File: src/rtl/mips_mem_pkg.sv
// Shared definitions for the data-memory access unit: access size codes,
// FSM state type and byte-enable constants.
package mips_mem_pkg;

    localparam logic [1:0] SIZE_BYTE = 2'b00;
    localparam logic [1:0] SIZE_HALF = 2'b01;
    localparam logic [1:0] SIZE_WORD = 2'b10;
    localparam logic [1:0] SIZE_RSVD = 2'b11;

    localparam logic [3:0] BE_NONE    = 4'b0000;
    localparam logic [3:0] BE_BYTE0   = 4'b0001;
    localparam logic [3:0] BE_HALF_LO = 4'b0011;
    localparam logic [3:0] BE_HALF_HI = 4'b1100;
    localparam logic [3:0] BE_WORD    = 4'b1111;

    typedef enum logic [1:0] {
        ST_IDLE = 2'd0,
        ST_BUSY = 2'd1,
        ST_DONE = 2'd2
    } mem_state_t;

    // Half accesses look only at lane[1], so a set addr[0] is simply ignored.
    function automatic logic [3:0] byte_enable(input logic [1:0] size, input logic [1:0] lane);
        logic [3:0] be;
        case (size)
            SIZE_BYTE: be = BE_BYTE0 << lane;
            SIZE_HALF: be = lane[1] ? BE_HALF_HI : BE_HALF_LO;
            default:   be = BE_WORD;
        endcase
        return be;
    endfunction

endpackage

File: src/rtl/load_align.sv
// Combinational load alignment: picks the addressed byte/half out of the read
// word and sign- or zero-extends it to B bits. Assumes B >= 32.
module load_align
    import mips_mem_pkg::*;
#(
    parameter int B = 32
) (
    input  logic [B-1:0] rdata,
    input  logic [1:0]   size,
    input  logic         zero_ext,
    input  logic [1:0]   lane,
    output logic [B-1:0] data
);

    logic [7:0]  byte_v;
    logic [15:0] half_v;

    always_comb begin
        byte_v = rdata[7:0];
        case (lane)
            2'd0: byte_v = rdata[7:0];
            2'd1: byte_v = rdata[15:8];
            2'd2: byte_v = rdata[23:16];
            2'd3: byte_v = rdata[31:24];
            default: byte_v = rdata[7:0];
        endcase
        half_v = lane[1] ? rdata[31:16] : rdata[15:0];

        data = rdata;
        case (size)
            SIZE_BYTE: data = zero_ext ? {{(B-8){1'b0}}, byte_v}
                                       : {{(B-8){byte_v[7]}}, byte_v};
            SIZE_HALF: data = zero_ext ? {{(B-16){1'b0}}, half_v}
                                       : {{(B-16){half_v[15]}}, half_v};
            default:   data = rdata;
        endcase
    end

endmodule

File: src/rtl/mem_access_unit.sv
// MEM-stage data-memory access unit: issues loads/stores, stalls the pipeline
// until ack, aligns load data. Optional misalignment trap: MEM_MISALIGN_TRAP_EN.
module mem_access_unit
    import mips_mem_pkg::*;
#(
    parameter int B = 32
) (
    input  logic         clk,
    input  logic         reset_n,
    input  logic         mem_MemRead_in,
    input  logic         mem_MemWrite_in,
    input  logic [1:0]   mem_size_in,
    input  logic         mem_unsigned_in,
    input  logic [B-1:0] alu_result_in,
    input  logic [B-1:0] write_data_in,
    output logic [B-1:0] read_data_out,
    output logic         stall_out,
    output logic         dmem_req_out,
    output logic         dmem_we_out,
    output logic [B-1:0] dmem_addr_out,
    output logic [B-1:0] dmem_wdata_out,
    output logic [3:0]   dmem_be_out,
    input  logic         dmem_ack_in,
    input  logic [B-1:0] dmem_rdata_in,
    output logic         misalign_out,
    output mem_state_t   state_dbg
);

    // dmem handshake: req is the valid; once raised, addr/we/be/wdata hold
    // steady until ack (the ready) is seen at a rising edge, which completes
    // the transfer and drops req on that same edge. ack is ignored otherwise.

    mem_state_t   state, state_next;
    logic [1:0]   size_eff;
    logic         req_any;
    logic         aligned;
    logic         access_ok;
    logic         post_reset_hold;
    logic [B-1:0] wdata_rep;
    logic [B-1:0] load_data;

    logic         req_q, we_q, load_q, unsigned_q;
    logic [B-1:0] addr_q, wdata_q, rdata_q;
    logic [3:0]   be_q;
    logic [1:0]   size_q, lane_q;

    assign req_any  = mem_MemRead_in | mem_MemWrite_in;
    assign size_eff = (mem_size_in == SIZE_RSVD) ? SIZE_WORD : mem_size_in;

`ifdef MEM_MISALIGN_TRAP_EN
    assign aligned = !(((size_eff == SIZE_HALF) && alu_result_in[0]) ||
                       ((size_eff == SIZE_WORD) && (alu_result_in[1:0] != 2'b00)));
`else
    assign aligned = 1'b1;
`endif

    // After reset the request that was in flight stays blocked until the inputs go idle.
    assign access_ok = req_any && aligned && !post_reset_hold;

    always_ff @(posedge clk) begin
        if (!reset_n) state <= ST_IDLE;
        else          state <= state_next;
    end

    always_comb begin
        state_next = state;
        case (state)
            ST_IDLE: if (access_ok)   state_next = ST_BUSY;
            ST_BUSY: if (dmem_ack_in) state_next = ST_DONE;
            ST_DONE: state_next = ST_IDLE;
            default: state_next = ST_IDLE;
        endcase
    end

    always_comb begin
        stall_out = (state == ST_BUSY) || ((state == ST_IDLE) && access_ok);
        state_dbg = state;
    end

    always_comb begin
        wdata_rep = write_data_in;
        case (size_eff)
            SIZE_BYTE: wdata_rep[31:0] = {4{write_data_in[7:0]}};
            SIZE_HALF: wdata_rep[31:0] = {2{write_data_in[15:0]}};
            default:   wdata_rep[31:0] = write_data_in[31:0];
        endcase
    end

    load_align #(.B(B)) u_load_align (
        .rdata    (dmem_rdata_in),
        .size     (size_q),
        .zero_ext (unsigned_q),
        .lane     (lane_q),
        .data     (load_data)
    );

    always_ff @(posedge clk) begin
        if (!reset_n) begin
            req_q           <= 1'b0;
            we_q            <= 1'b0;
            load_q          <= 1'b0;
            unsigned_q      <= 1'b0;
            addr_q          <= '0;
            wdata_q         <= '0;
            rdata_q         <= '0;
            be_q            <= BE_NONE;
            size_q          <= SIZE_BYTE;
            lane_q          <= 2'b00;
            post_reset_hold <= 1'b1;
        end else begin
            if (!req_any) post_reset_hold <= 1'b0;
            if ((state == ST_IDLE) && access_ok) begin
                req_q      <= 1'b1;
                we_q       <= mem_MemWrite_in;
                load_q     <= mem_MemRead_in && !mem_MemWrite_in;
                unsigned_q <= mem_unsigned_in;
                addr_q     <= {alu_result_in[B-1:2], 2'b00};
                wdata_q    <= wdata_rep;
                be_q       <= byte_enable(size_eff, alu_result_in[1:0]);
                size_q     <= size_eff;
                lane_q     <= alu_result_in[1:0];
            end else if ((state == ST_BUSY) && dmem_ack_in) begin
                req_q <= 1'b0;
                we_q  <= 1'b0;
                if (load_q) rdata_q <= load_data;
            end
        end
    end

`ifdef MEM_MISALIGN_TRAP_EN
    logic misalign_q;
    always_ff @(posedge clk) begin
        if (!reset_n) misalign_q <= 1'b0;
        else          misalign_q <= (state == ST_IDLE) && req_any && !aligned && !post_reset_hold;
    end
    assign misalign_out = misalign_q;
`else
    assign misalign_out = 1'b0;
`endif

    assign read_data_out  = rdata_q;
    assign dmem_req_out   = req_q;
    assign dmem_we_out    = we_q;
    assign dmem_addr_out  = addr_q;
    assign dmem_wdata_out = wdata_q;
    assign dmem_be_out    = be_q;

endmodule

File: config.mk
export PLATFORM = sky130hd
export DESIGN_NAME = mem_access_unit
export DESIGN_NICKNAME = d
export VERILOG_FILES = /design/src/rtl/mips_mem_pkg.sv /design/src/rtl/load_align.sv /design/src/rtl/mem_access_unit.sv
export SDC_FILE = /design/constraint.sdc
export NUM_CORES = 1
export LEC_CHECK = 0
export ABC_AREA = 1
export BUFFER_PORTS_ARGS = -buffer_cell sky130_fd_sc_hd__buf_2
export CORE_MARGIN = 4
export CORE_UTILIZATION = 49
export DETAILED_ROUTE_END_ITERATION = 10
export PLACE_DENSITY_LB_ADDON = 0.1
export SLEW_MARGIN = 10
export SYNTH_ARGS = -nofsm -noshare
export SYNTH_HDL_FRONTEND = slang
export SYNTH_HIERARCHICAL = 1
export SYNTH_SLANG_ARGS = --single-unit
File: constraint.sdc
create_clock -name clk -period 1.55 [get_ports clk]
set_input_delay 0.155 -clock clk [delete_from_list [all_inputs] [get_ports clk]]
set_output_delay 0.155 -clock clk [all_outputs]
set_load 0.05 [all_outputs]
* Word-level counts from Yosys, hierarchy flattened
Index checks and enable logic that the tools add are counted.
** Word-level totals
- Logic and storage cells :: 53
- Bits in latches :: 0
- Input port bits :: 104
- Bits in writable memories :: 0
- Output and inout port bits :: 106
- Memories :: 0
- Register bits :: 109
- ROM bits :: 0
** Operators by class
- Reduce and logical (&&, ||, !) cells :: 14
- Div/mod/pow operators :: 0
- Bitwise gates (word level) :: 2
- Magnitude comparators :: 0
- Shift operators :: 1
- Add/sub/neg operators :: 0
- Mux-type cells :: 15
- Equality and inequality tests :: 9
- $mul :: 0
** Operators with widths (count)
- case mux 32 bit (2 select lines) :: 2
- 2-to-1 mux 32 bit :: 2
- case mux 8 bit (4 select lines) :: 1
- 2-to-1 mux 16 bit :: 1
- equality test 2 x 1 -> 1 bit, second input constant :: 4
- zero test 2 bit :: 4
- case mux 4 bit (2 select lines) :: 1
- equality test 2 bit, second input constant :: 3
- 2-to-1 mux 2 bit :: 3
- logical AND 1 bit :: 4
- 2-to-1 mux 4 bit :: 1
- inequality test 2 bit, second input constant :: 2
- case mux 2 bit (2 select lines) :: 1
- left shift 1 x 2 -> 4 bit, first input constant :: 1
- 2-to-1 mux 1 bit :: 3
- AND reduction 3 bit :: 1
- zero test 1 bit :: 2
- AND reduction 2 bit :: 1
- nonzero test 2 bit :: 1
- logical OR 1 bit :: 1
- inverter 1 bit :: 1
- OR 1 bit :: 1

* Depth between registers and ports, before layout
- Word-level depth :: 5
- Depth in mapped cells :: 10
- Gate-level depth less buffers :: 9

* Cells and area by module
Netlist, hierarchy kept.
** By module, submodules not included
- mem_access_unit :: sequential area each 2182.1 µm², area each 4269.1 µm², cells an instance 578, times used 1
- load_align :: sequential area each 0.0 µm², area each 879.6 µm², cells an instance 169, times used 1

* Worst setup path before layout
Ideal clock, no wire load.
- Path kind :: flip-flop to output port
- From :: register state[0], in the netlist state_dbg[0]
- To :: output port stall_out
- Setup slack :: -0.024 ns
- Cell stages (with the launch flop) :: 5
- Buffers on the path :: 1
- Data required time :: 1.395 ns
- Arrival time :: 1.419 ns
- Cell sequence :: dfxtp_1 > nor2_1 > nand3_2 > buf_2 > nand2_1
** Between the ends
- Cells in the longest elaborated chain, start to end :: 3
- Elaborated cells between the ends (all ways) :: 4
- Those cells by class :: eq/ne (1); reduce/logical (3)
** RTL lines
- start, declared :: line mem_access_unit.sv:33 : mem_state_t state, state_next;
- start signal, assigned :: line mem_access_unit.sv:62 : else state <= state_next;
- zero test 2 bit :: line mem_access_unit.sv:76 : stall_out = (state == ST_BUSY) || ((state == ST_IDLE) && access_ok);
- logical AND 1 bit :: line mem_access_unit.sv:76
- logical OR 1 bit (*) :: line mem_access_unit.sv:76
- end, declared :: line mem_access_unit.sv:17 : output logic stall_out,
Mark *: on every way between the ends. The rest lies on a longest branch, timed or not.

* Worst setup path in the final report
Same ends and word-level chain as after synthesis.

==> out/summary.log <==
[place] placed instance area 6300 um^2
[floorplanning] overall die height 111 um
[finish] total number of nets in the final design 1,050
[synthesis] portion of the post-synthesis area used by sequential elements 42.4%
[synthesis] flop and latch count out of synthesis 109
[drt] Total Routed Length 14.9 mm
[drt] routed length per placed instance 13.7 um
[finish] Filler Cell Count 996
[setup_path] arrival time reported for the critical path endpoint 1.31 ns
[sta] upper clock frequency limit 681 MHz
[sta] unrepaired setup endpoints after global routing true
[synthesis] combined area of all synthesized cells 5150 um^2
[place] IO Port Bufs 206
[floorplanning] Floorplan Core Area 10,300 um^2
[clock_network] root buffer cell sky130_fd_sc_hd__clkbuf_8
[global_route] vias in the first global route 5,172
[status] status finished clean
[power_and_ir_drop] leakage power figure 3.17 nW
[synthesis] Syn. warnings 6
[drt] via density per instance 5.00
[clock_network] clock insertion delay at the later pin of the skew report 0.37 ns
[synthesis] Cell variety after synth 24
[global_route] GR Overflow Total 0
[sta] Hold Violations, Final 0
[place] GPL Wtd Cong 0.941
[floorplanning] number of placement rows 37
[setup_path] largest fanout on the critical path 5
[drt] violation count after the first detailed-routing iteration 306
[drt] TritonRoute pass-1 iters 5
[sta] worst clock skew 0.00877 ns
[place] placed wire-length estimate 11.2 mm
[global_route] global router's overall resource usage 23.5%
[clock_network] clock tree from TritonCTS built
[finish] final antenna diode count 0
[setup_path] launching element type of the critical path register
[power_and_ir_drop] PD cells 901 nW/um^2
[finish] most frequent standard cell in the layout excluding fill and tap cells sky130_fd_sc_hd__nand2_1
[sta] total negative setup slack 0 ns
[clock_network] clock slew seen by the registers of the worst setup and hold paths 0.11 ns
[setup_path] sort of element at the end of the critical path primary output
[worst_hold_path] worst min path class in2reg
[clock_network] H-Tree Depth 3
[drt] total number of vias 5,434
[global_route] antenna violations before repair 0
[clock_network] total CTS buffers 9
[finish] signed area change from the synthesized netlist to the final layout 27.6%
[sta] Final setup viols 0
[sta] final worst-path setup slack 0.0809 ns
[global_route] maximum number of pins on one net before global-route repair 77
[sta] final number of max-transition violations 0
[sta] final critical-path required period 1.47 ns
[floorplanning] initial standard-cell utilization of the core 50.1%
[floorplanning] Die W 111 um
[place] setup slack at placement -0.00958 ns
[job] number of violations of the max-capacitance limit 0
[drt] post-detailed-route count of antenna-violating nets 0
[clock_network] largest buffer count on any clock path 2
[global_route] global-route wire length before repair 24.2 mm
[drt] number of DRC violations after detailed routing 0
[finish] Layout Cell Area excl Fill 6570 um^2
[setup_path] critical path class reg2out
[power_and_ir_drop] VDD IR-drop max 0.524 mV
[setup_path] endpoint required time on the critical path 1.39 ns
[finish] share of cells above drive strength 1 30.4%
[sta] crit share post-route 94.8%
[synthesis] gate count of the mapped netlist 747
[floorplanning] # IOs 210
[synthesis] Avg Synthesized Cell Area 6.89 um^2
[clock_network] clock sinks 109
[floorplanning] DIE AREA 12,200 um^2
[finish] highest-count cells in the layout ignoring fill and taps sky130_fd_sc_hd__nand2_1 (299), sky130_fd_sc_hd__buf_2 (205), sky130_fd_sc_hd__a21oi_1 (107)
power by group:
part / internal [mW] / leakage, nW / switching, mW
Combinational: 0.448 / 2.20 / 0.912
Sequential: 2.90 / 0.886 / 0.0524
Clock: 0.601 / 0.0872 / 1.00
through the flow:
step / util (%) / instances / power (mW) / hold slack (ns)
after global placement: 61.3 / 1064 / 4.32 / 0.404
after CTS: 63.5 / 1085 / 5.95 / 0.000298
after global routing: 63.9 / 1087 / 6.21 / 0.00578
after floorplan: - / 749 / 3.93 / 0.293
after detailed placement: 61.3 / 1064 / 4.34 / 0.409
final: 63.9 / 1087 / 5.92 / 0.0191
registers in the layout, summed over array words and instances (netlist names):
name,flops
dmem_we_out,1
dmem_wdata_out,32
unsigned_q,1
load_q,1
dmem_req_out,1
post_reset_hold,1
read_data_out,32
state_dbg,2
size_q,2
dmem_be_out,4
lane_q,2
dmem_addr_out,30
cells by family (layout without fill, tap and decap cells):
family	count (synthesis)	count (layout)	synth area share (%)
buffers and inverters	103	305	9.96
other	1	3	0.0728
flip-flops	109	109	42.4
AO/OA/AOI/OAI	151	151	14.8
AND/OR/NAND/NOR	383	383	32.8
Yosys cell counts:
cell type / n / share of area (%)
sky130_fd_sc_hd__a21oi_1: 107 / 10
sky130_fd_sc_hd__a21oi_2: 1 / 0.17
sky130_fd_sc_hd__buf_1: 2 / 0.15
sky130_fd_sc_hd__buf_2: 12 / 1.2
sky130_fd_sc_hd__buf_4: 13 / 1.9
sky130_fd_sc_hd__buf_6: 8 / 1.7
sky130_fd_sc_hd__clkbuf_1: 17 / 1.2
sky130_fd_sc_hd__clkinv_1: 1 / 0.073
sky130_fd_sc_hd__conb_1: 1 / 0.073
sky130_fd_sc_hd__dfxtp_1: 109 / 42
sky130_fd_sc_hd__inv_1: 48 / 3.5
sky130_fd_sc_hd__inv_2: 1 / 0.073
sky130_fd_sc_hd__inv_4: 1 / 0.12
sky130_fd_sc_hd__nand2_1: 299 / 22
sky130_fd_sc_hd__nand2_2: 3 / 0.36
sky130_fd_sc_hd__nand3_1: 48 / 4.7
sky130_fd_sc_hd__nand3_2: 22 / 4.3
sky130_fd_sc_hd__nand3_4: 1 / 0.34
sky130_fd_sc_hd__nand4_2: 1 / 0.24
sky130_fd_sc_hd__nor2_1: 5 / 0.36
sky130_fd_sc_hd__nor2_4: 3 / 0.66
sky130_fd_sc_hd__o21ai_0: 42 / 4.1
sky130_fd_sc_hd__o21ai_1: 1 / 0.097
sky130_fd_sc_hd__or2_2: 1 / 0.12
critical path, cell delays in order (launching register included):
cell                      delay [ns]
sky130_fd_sc_hd__dfxtp_2        0.36
sky130_fd_sc_hd__nor2_2         0.10
sky130_fd_sc_hd__nand3_2        0.12
sky130_fd_sc_hd__buf_12         0.15
sky130_fd_sc_hd__nand2_1        0.06
sky130_fd_sc_hd__buf_6          0.16
path summary, 6_finish.rpt:
kind                                          end               from  cells past startpoint  slack (ns)
worst max register to register  read_data_out[23]          lane_q[1]                      8        0.11
worst min-delay path            dmem_addr_out[10]  alu_result_in[10]                      3        0.02
worst min register to register  read_data_out[22]  read_data_out[22]                      2        0.45
worst max-delay path                    stall_out       state_dbg[0]                      5        0.08
routing by layer:
metal  vias up  part of all wire [%]  global-route usage [%]
met5         -                     0                       0
met4         0                   2.2                    9.11
met3        24                   7.5                    5.97
met2       187                    49                    41.3
met1      2450                    41                    27.4
li1       2773                     -                       -
cell type report:
class / instances / area [um^2] / share of cell area (%)
Timing Repair Buffer: 238 / 1380 / 20.9
Clock inverter: 6 / 47.5 / 0.724
Sequential cell: 109 / 2190 / 33.3
Multi-Input combinational cell: 537 / 2470 / 37.6
Inverter: 51 / 194 / 2.95
Clock buffer: 10 / 128 / 1.94
Tap cell: 136 / 170 / 2.59
what timing repair did:
item | in CTS | in global routing
buffers inserted | 2 | 1
endpoints found under the setup margin | 2 | 32
hold buffers | 3 | 1
endpoints found under the hold margin | 3 | 1
pin swaps | 2 | 2
gates resized for setup | 2 | 12
No activity file was read; power rests on OpenSTA's default activity.
